===== config.mk =====
export PLATFORM = sky130hd
export DESIGN_NAME = srl_arbiter_flat
export DESIGN_NICKNAME = d
export VERILOG_FILES = /design/src/rtl/srl_arbiter_pkg.sv /design/src/rtl/srl_arbiter_if.sv /design/src/rtl/srl_arbiter_rr_pick.sv /design/src/rtl/srl_arbiter.sv /design/src/flat_wrapper.sv
export SDC_FILE = /design/constraint.sdc
export NUM_CORES = 1
export LEC_CHECK = 0
export CORE_ASPECT_RATIO = 2
export CORE_MARGIN = 5
export CORE_UTILIZATION = 46
export DETAILED_ROUTE_END_ITERATION = 6
export PLACE_DENSITY = 0.74
export RECOVER_POWER = 50
export SYNTH_ARGS = -nofsm -noshare
export SYNTH_HDL_FRONTEND = slang
export SYNTH_SLANG_ARGS = --single-unit

===== constraint.sdc =====
create_clock -name clk -period 3 [get_ports clk]
set_clock_uncertainty 0.15 [all_clocks]
set_input_delay 0.6 -clock clk [delete_from_list [all_inputs] [get_ports clk]]
set_output_delay 0.6 -clock clk [all_outputs]
set_load 0.01 [all_outputs]

===== src/rtl/srl_arbiter_pkg.sv =====
// srl_arb_pkg -- shared types and constants for the SR-latch arbiter.
//   arb_state_t : FSM state encoding
//   CMD_SET/CLR : per-requester command encoding (1 drives q high, 0 drives q low)
//   N_REQ_DEF / MAX_RETRY_DEF : default parameter values
//   ptr_width() : width of a requester index for a given requester count
package srl_arb_pkg;

    typedef enum logic [1:0] {
        ST_IDLE  = 2'd0,
        ST_ISSUE = 2'd1,
        ST_CHECK = 2'd2,
        ST_RESP  = 2'd3
    } arb_state_t;

    localparam logic CMD_SET = 1'b1;
    localparam logic CMD_CLR = 1'b0;

    localparam int N_REQ_DEF     = 4;
    localparam int MAX_RETRY_DEF = 2;

    function automatic int ptr_width(input int n);
        return (n > 1) ? $clog2(n) : 1;
    endfunction

endpackage


===== src/rtl/srl_arbiter_if.sv =====
// srl_arbiter_if -- requester-side bundle of the SR-latch arbiter.
//   req  : per-requester request level          (requester -> arbiter)
//   cmd  : per-requester command, 1=SET 0=CLR   (requester -> arbiter)
//   lock : per-requester pointer lock, only when SRL_ARB_LOCK_EN is defined
//   gnt  : one-hot grant for the whole operation (arbiter -> requester)
//   done : one-cycle success pulse               (arbiter -> requester)
//   err  : one-cycle failure pulse               (arbiter -> requester)
//   busy : arbiter not idle                      (arbiter -> requester)
// Modports: master = requester side, slave = arbiter side.
interface srl_arbiter_if #(
    parameter int N_REQ = srl_arb_pkg::N_REQ_DEF
);
    logic [N_REQ-1:0] req;
    logic [N_REQ-1:0] cmd;
    logic [N_REQ-1:0] gnt;
    logic [N_REQ-1:0] done;
    logic [N_REQ-1:0] err;
    logic             busy;
`ifdef SRL_ARB_LOCK_EN
    logic [N_REQ-1:0] lock;

    modport master (output req, cmd, lock, input gnt, done, err, busy);
    modport slave  (input req, cmd, lock, output gnt, done, err, busy);
`else
    modport master (output req, cmd, input gnt, done, err, busy);
    modport slave  (input req, cmd, output gnt, done, err, busy);
`endif
endinterface


===== src/rtl/srl_arbiter_rr_pick.sv =====
// srl_rr_pick -- combinational round-robin selector.
//   req      : request vector
//   ptr      : index with highest priority this round
//   grant_oh : one-hot winner (first set bit at or above ptr, cyclic)
//   valid    : at least one request present
module srl_rr_pick
    import srl_arb_pkg::*;
#(
    parameter int N_REQ = N_REQ_DEF,
    localparam int PW   = ptr_width(N_REQ)
) (
    input  logic [N_REQ-1:0] req,
    input  logic [PW-1:0]    ptr,
    output logic [N_REQ-1:0] grant_oh,
    output logic             valid
);

    // One extra bit so ptr + offset can exceed N_REQ before wrapping.
    logic [PW:0] pos;

    always_comb begin
        grant_oh = '0;
        valid    = 1'b0;
        pos      = '0;
        for (int i = 0; i < N_REQ; i++) begin
            pos = {1'b0, ptr} + (PW+1)'(i);
            if (pos >= (PW+1)'(N_REQ)) begin
                pos = pos - (PW+1)'(N_REQ);
            end
            if (!valid && req[pos[PW-1:0]]) begin
                grant_oh[pos[PW-1:0]] = 1'b1;
                valid                 = 1'b1;
            end
        end
    end

endmodule


===== src/rtl/srl_arbiter.sv =====
// srl_arbiter -- round-robin arbiter that sets/clears an external SR latch on
// behalf of N_REQ requesters and verifies the result by reading the latch back.
//   clk, reset : clock, synchronous active-high reset
//   bus        : srl_arbiter_if.slave (req, cmd, [lock], gnt, done, err, busy)
//   srl_s/srl_r: latch drive, only non-zero during ISSUE, never both high
//   srl_q/srl_q_bar : latch readback
// Optional feature: define SRL_ARB_LOCK_EN to add bus.lock; a requester with
// its lock bit high at the end of its operation keeps the round-robin pointer.
// The interface instance must be built with the same N_REQ as this module.
//
// state  | meaning
// IDLE   | no operation; arbitrate among requests
// ISSUE  | drive latch for one cycle (SET: s=0,r=1 / CLR: s=1,r=0)
// CHECK  | compare readback with target; retry or finish
// RESP   | pulse done or err to the winner, advance pointer
module srl_arbiter
    import srl_arb_pkg::*;
#(
    parameter int N_REQ     = N_REQ_DEF,
    parameter int MAX_RETRY = MAX_RETRY_DEF
) (
    input  logic          clk,
    input  logic          reset,
    srl_arbiter_if.slave  bus,
    output logic          srl_s,
    output logic          srl_r,
    input  logic          srl_q,
    input  logic          srl_q_bar
);

    localparam int PW = ptr_width(N_REQ);

    arb_state_t       state;
    logic [PW-1:0]    ptr;
    logic [PW-1:0]    winner;
    logic             tgt;
    logic [2:0]       retry_cnt;
    logic [N_REQ-1:0] gnt_q;
    logic [N_REQ-1:0] done_q;
    logic [N_REQ-1:0] err_q;
    logic             busy_q;

    logic [N_REQ-1:0] pick_oh;
    logic             pick_valid;
    logic [PW-1:0]    pick_idx;
    logic [PW-1:0]    next_ptr;
    logic             pass;

    srl_rr_pick #(.N_REQ(N_REQ)) u_pick (
        .req      (bus.req),
        .ptr      (ptr),
        .grant_oh (pick_oh),
        .valid    (pick_valid)
    );

    always_comb begin
        pick_idx = '0;
        for (int i = 0; i < N_REQ; i++) begin
            if (pick_oh[i]) begin
                pick_idx = PW'(i);
            end
        end
    end

    assign next_ptr = (winner == PW'(N_REQ-1)) ? '0 : winner + 1'b1;

    // A healthy latch shows the target on q and its complement on q_bar.
    assign pass = (srl_q == tgt) && (srl_q_bar == ~srl_q);

    always_ff @(posedge clk) begin
        if (reset) begin
            state     <= ST_IDLE;
            ptr       <= '0;
            winner    <= '0;
            tgt       <= CMD_CLR;
            retry_cnt <= '0;
            gnt_q     <= '0;
            done_q    <= '0;
            err_q     <= '0;
            busy_q    <= 1'b0;
            srl_s     <= 1'b0;
            srl_r     <= 1'b0;
        end else begin
            done_q <= '0;
            err_q  <= '0;
            case (state)
                ST_IDLE: begin
                    if (pick_valid) begin
                        winner <= pick_idx;
                        tgt    <= bus.cmd[pick_idx];
                        gnt_q  <= pick_oh;
                        busy_q <= 1'b1;
                        srl_s  <= (bus.cmd[pick_idx] == CMD_CLR);
                        srl_r  <= (bus.cmd[pick_idx] == CMD_SET);
                        state  <= ST_ISSUE;
                    end
                end
                ST_ISSUE: begin
                    srl_s <= 1'b0;
                    srl_r <= 1'b0;
                    state <= ST_CHECK;
                end
                ST_CHECK: begin
                    if (pass) begin
                        done_q <= gnt_q;
                        state  <= ST_RESP;
                    end else if (retry_cnt < 3'(MAX_RETRY)) begin
                        retry_cnt <= retry_cnt + 1'b1;
                        srl_s     <= (tgt == CMD_CLR);
                        srl_r     <= (tgt == CMD_SET);
                        state     <= ST_ISSUE;
                    end else begin
                        err_q <= gnt_q;
                        state <= ST_RESP;
                    end
                end
                ST_RESP: begin
                    gnt_q     <= '0;
                    busy_q    <= 1'b0;
                    retry_cnt <= '0;
`ifdef SRL_ARB_LOCK_EN
                    ptr <= bus.lock[winner] ? winner : next_ptr;
`else
                    ptr <= next_ptr;
`endif
                    state <= ST_IDLE;
                end
                default: state <= ST_IDLE;
            endcase
        end
    end

    assign bus.gnt  = gnt_q;
    assign bus.done = done_q;
    assign bus.err  = err_q;
    assign bus.busy = busy_q;

endmodule


===== src/flat_wrapper.sv =====
// flat-port wrapper written by rule: the top's interface ports become plain ports
module srl_arbiter_flat import srl_arb_pkg::*;
#(
    parameter int N_REQ     = N_REQ_DEF,
    parameter int MAX_RETRY = MAX_RETRY_DEF
)
  (clk, reset, srl_s, srl_r, srl_q, srl_q_bar, bus_req, bus_cmd, bus_gnt, bus_done, bus_err, bus_busy);
  srl_arbiter_if #(.N_REQ(N_REQ)) bus_i ();
  input  logic clk;
  input  logic reset;
  output logic srl_s;
  output logic srl_r;
  input  logic srl_q;
  input  logic srl_q_bar;
  input wire logic [$bits(bus_i.req)-1:0] bus_req;
  input wire logic [$bits(bus_i.cmd)-1:0] bus_cmd;
  output wire logic [$bits(bus_i.gnt)-1:0] bus_gnt;
  output wire logic [$bits(bus_i.done)-1:0] bus_done;
  output wire logic [$bits(bus_i.err)-1:0] bus_err;
  output wire logic [$bits(bus_i.busy)-1:0] bus_busy;
  assign bus_i.req = bus_req;
  assign bus_i.cmd = bus_cmd;
  assign bus_gnt = bus_i.gnt;
  assign bus_done = bus_i.done;
  assign bus_err = bus_i.err;
  assign bus_busy = bus_i.busy;
  srl_arbiter #(.N_REQ(N_REQ), .MAX_RETRY(MAX_RETRY)) u_core (.clk(clk), .reset(reset), .bus(bus_i), .srl_s(srl_s), .srl_r(srl_r), .srl_q(srl_q), .srl_q_bar(srl_q_bar));
endmodule

==> impl_results.md, run 1 <==
* Die height at 89.4 um
* Ys flop type: dfxtp_1
* Routed WL per cell at 15.0 um
* Max_cap viols at 0
* Syn Area/Cell at 8.39 um2
* Core Util, Final at 0.636
* Adder-cell share of the synthesized area at 0.0948
* CTS Hold Buffers Added at 0
* Critical Path RT at 3020 ps
* Final HPWL DP at 3140 um
* Outcome: finished, final reports clean
* Post-DRT Antenna Nets at 0
* Sequential area share after synthesis at 0.345
* Vias in the first global route at 1480
* Placed cells at 245
* Actual slew at the worst max-slew pin at 584 ps
* Post-layout total power at 0.807 mW
* Min Tclk post-route at 2880 ps
* Post-synth top area share at 0.345
* Largest net degree at the start of global routing at 19
* DRT Pass-1 Iters at 4
* Synthesized flop and latch total at 25
* Area grow syn2layout at 36.6%
* Initial antenna violation count at 0
* Input/output buffers at 26
* First-pass GRT wire length at 6270 um
* CTS tree: built
* Initial DRC count at 25
* Synth Instances at 173
* Cell taking the most area after synthesis: dfxtp_1
* Clock Latency Late Sink at 270 ps
* Drt total wl at 3770 um
* Register area at 503 um2
* Multi-input gate area at 925 um2
* Final non-filler cell total at 251
* H-tree Lvls at 1
* IO Count at 27
* Total track usage at 0.177
* R2r endpoint: u_core.srl_r
* Max Root-Sink Buffers at 2
* Max-slew violation count at 0
* CP Max Fanout at 4
* RSZ-0062 raised after global routing: yes
* Clock Sinks at 25
* Syn_nets at 196
* HP Start: u_core.bus.busy
* Starting Density at 0.465
* Worst EP arrival at 2900 ps
* Root buffer cell: clkbuf_8
* Hold Crit Endpoint: u_core.bus.busy
* Chip width at 49.7 um
* P_leak at 0.857 nW
* Row cnt at 29
* Ys Warns at 0
* Crit share post-route at 0.961
* Setup-failing EPs final at 0
* Via count at 1459
* Synth area leaders: dfxtp_1 (34%), ha_1 (9.5%), nor2_1 (5.2%)
* Clock Pin Slew Worst Setup and Hold Paths at 90 ps
* Critical path class: flop to flop
* CP startpoint: u_core.ptr[0]
* Crit end category: flop
* Vias per std cell at 5.81
* Number of synthesized flops with an enable pin at 0
* IR drop worst, VDD at 0.201 mV
* R2R depth at 10
* Hold Path Stages at 2
* # fillers at 290
* Synth cell types at 39
* Post-synthesis xor/xnor area fraction at 0
* Fin. Hold Viols at 0
* Ys async rst share at 0
* Largest family of logic cells by synthesized area: simple AND/OR/NAND/NOR gates
* Synthesized cell area at 1450 um2
* Reg2Reg Launch Point: u_core.ptr[0]
* Worst slew margin relative to its limit at 0.607
* Cell Pwr Density at 407 nW/um2
* Hold Path Class: flop to flop
* Compound-gate portion of the synthesized area at 0.184
* DRC violations left at 0
* TNS Setup at 0 ps
* Setup slack, reg-to-reg at 120 ps
* # diodes at 0
* Nets at 244
* Multiplexer share of the synthesized area at 0.0672
* GRT Residual Overflow at 0
* Die ar. at 4450 um2
* Peak Freq at 347 MHz
* CTS buffer count at 3
* Simple-gate portion of the synthesized area at 0.274
* Core ar. at 3120 um2
* Share of cells above drive strength 1 at 0.182
* Final hold slack at 348 ps
* Startpoint Class: flop
* Placer Congestion at 0.952
==> critical path, stage by stage (launching register included) <==
cell and delay [ps]:
dfxtp_2 360, inv_4 60, ha_4 290, mux4_2 510, or4_1 400, nand4_1 100, a211oi_2 60, buf_4 140
o21a_1 180, a2111o_1 370, and3_1 170
==> what timing repair did <==
action | in CTS | in global routing
hold endpoints to repair | 0 | 0
setup endpoints to repair | 0 | 2
setup buffers | 0 | 2
gates resized for setup | 0 | 8
==> metal layers <==
layer,wire length (um),global-route usage,share of wire
met4,131,0.0835,0.035
met2,2200,0.377,0.58
met5,0,0,0
met3,171,0.0284,0.045
met1,1270,0.146,0.34
==> synth_stat cells, drive strengths merged, types with 3 or more instances <==
cell	n
a211oi	3
a21oi	10
a22oi	5
and2	8
clkbuf	4
dfxtp	25
ha	11
inv	8
mux2i	3
nand2	14
nand2b	5
nand3	3
nand4	4
nor2	20
nor2b	3
nor3	9
o21ai	8
o31ai	3
==> cells in the final DEF (no fill, tap or decap), types with 6 or more instances in the layout <==
master and instances:
dfxtp_1 23, buf_4 22, nor2_1 20, nand2_1 13, dlygate4sd3_1 12, a21oi_1 10
ha_1 10, clkdlybuf4s50_1 10, nor3_1 9, o21ai_0 8, inv_1 6
==> state kept, by name (all words and copies together) (netlist names) <==
name,flops
u_core.bus.done,4
u_core.bus.err,4
u_core.bus.gnt,4
u_core.retry_cnt,3
u_core.ptr,2
u_core.state,2
u_core.winner,2
u_core.bus.busy,1
u_core.srl_r,1
u_core.srl_s,1
u_core.tgt,1
==> worst max-delay path by stage <==
stage                               to  slack [ps]  cells past startpoint
final                     u_core.srl_r         120                     10
after global routing      u_core.srl_r         -30                     10
after CTS                 u_core.srl_r          50                      8
after detailed placement  u_core.srl_r        -240                      8
after global placement    u_core.srl_r        -220                      8
after floorplan           u_core.srl_r          50                     10
==> stage by stage <==
stage / instance area (um2) / setup WS (ps)
floorplan: 1470 / 47.8
global placement: 1900 / -222
detailed placement: 1900 / -240
CTS: 1940 / 45.1
global route: 1980 / -26.4
finish: 1980 / 118
==> final cells by class <==
class                           instances  area share
Clock buffer                            3      0.0208
Timing Repair Buffer                   48       0.220
Clock inverter                          1     0.00379
Sequential cell                        25       0.254
Tap cell                               31      0.0196
Inverter                                8      0.0164
Multi-Input combinational cell        135       0.466
==> report_power, final <==
part	internal, mW	switching (mW)
clock	0.0940	0.106
combinational	0.116	0.116
sequential	0.356	0.0188
total	0.567	0.241
==> logic make-up after synthesis <==
kind of cell | count (synthesis)
adders and majority gates | 11
buffers and inverters | 13
DFF | 25
and+or+nand+nor | 77
muxes | 7
AOI/OAI and AO/OA | 40
(Power assumes the default switching activity.)
==> run 2: changes to the inputs <==
Settings changed: GPL_ROUTABILITY_DRIVEN from default to 1.
==> results of run 2 <==
No change in the layout: final DEF, timing and power equal those of run 1.
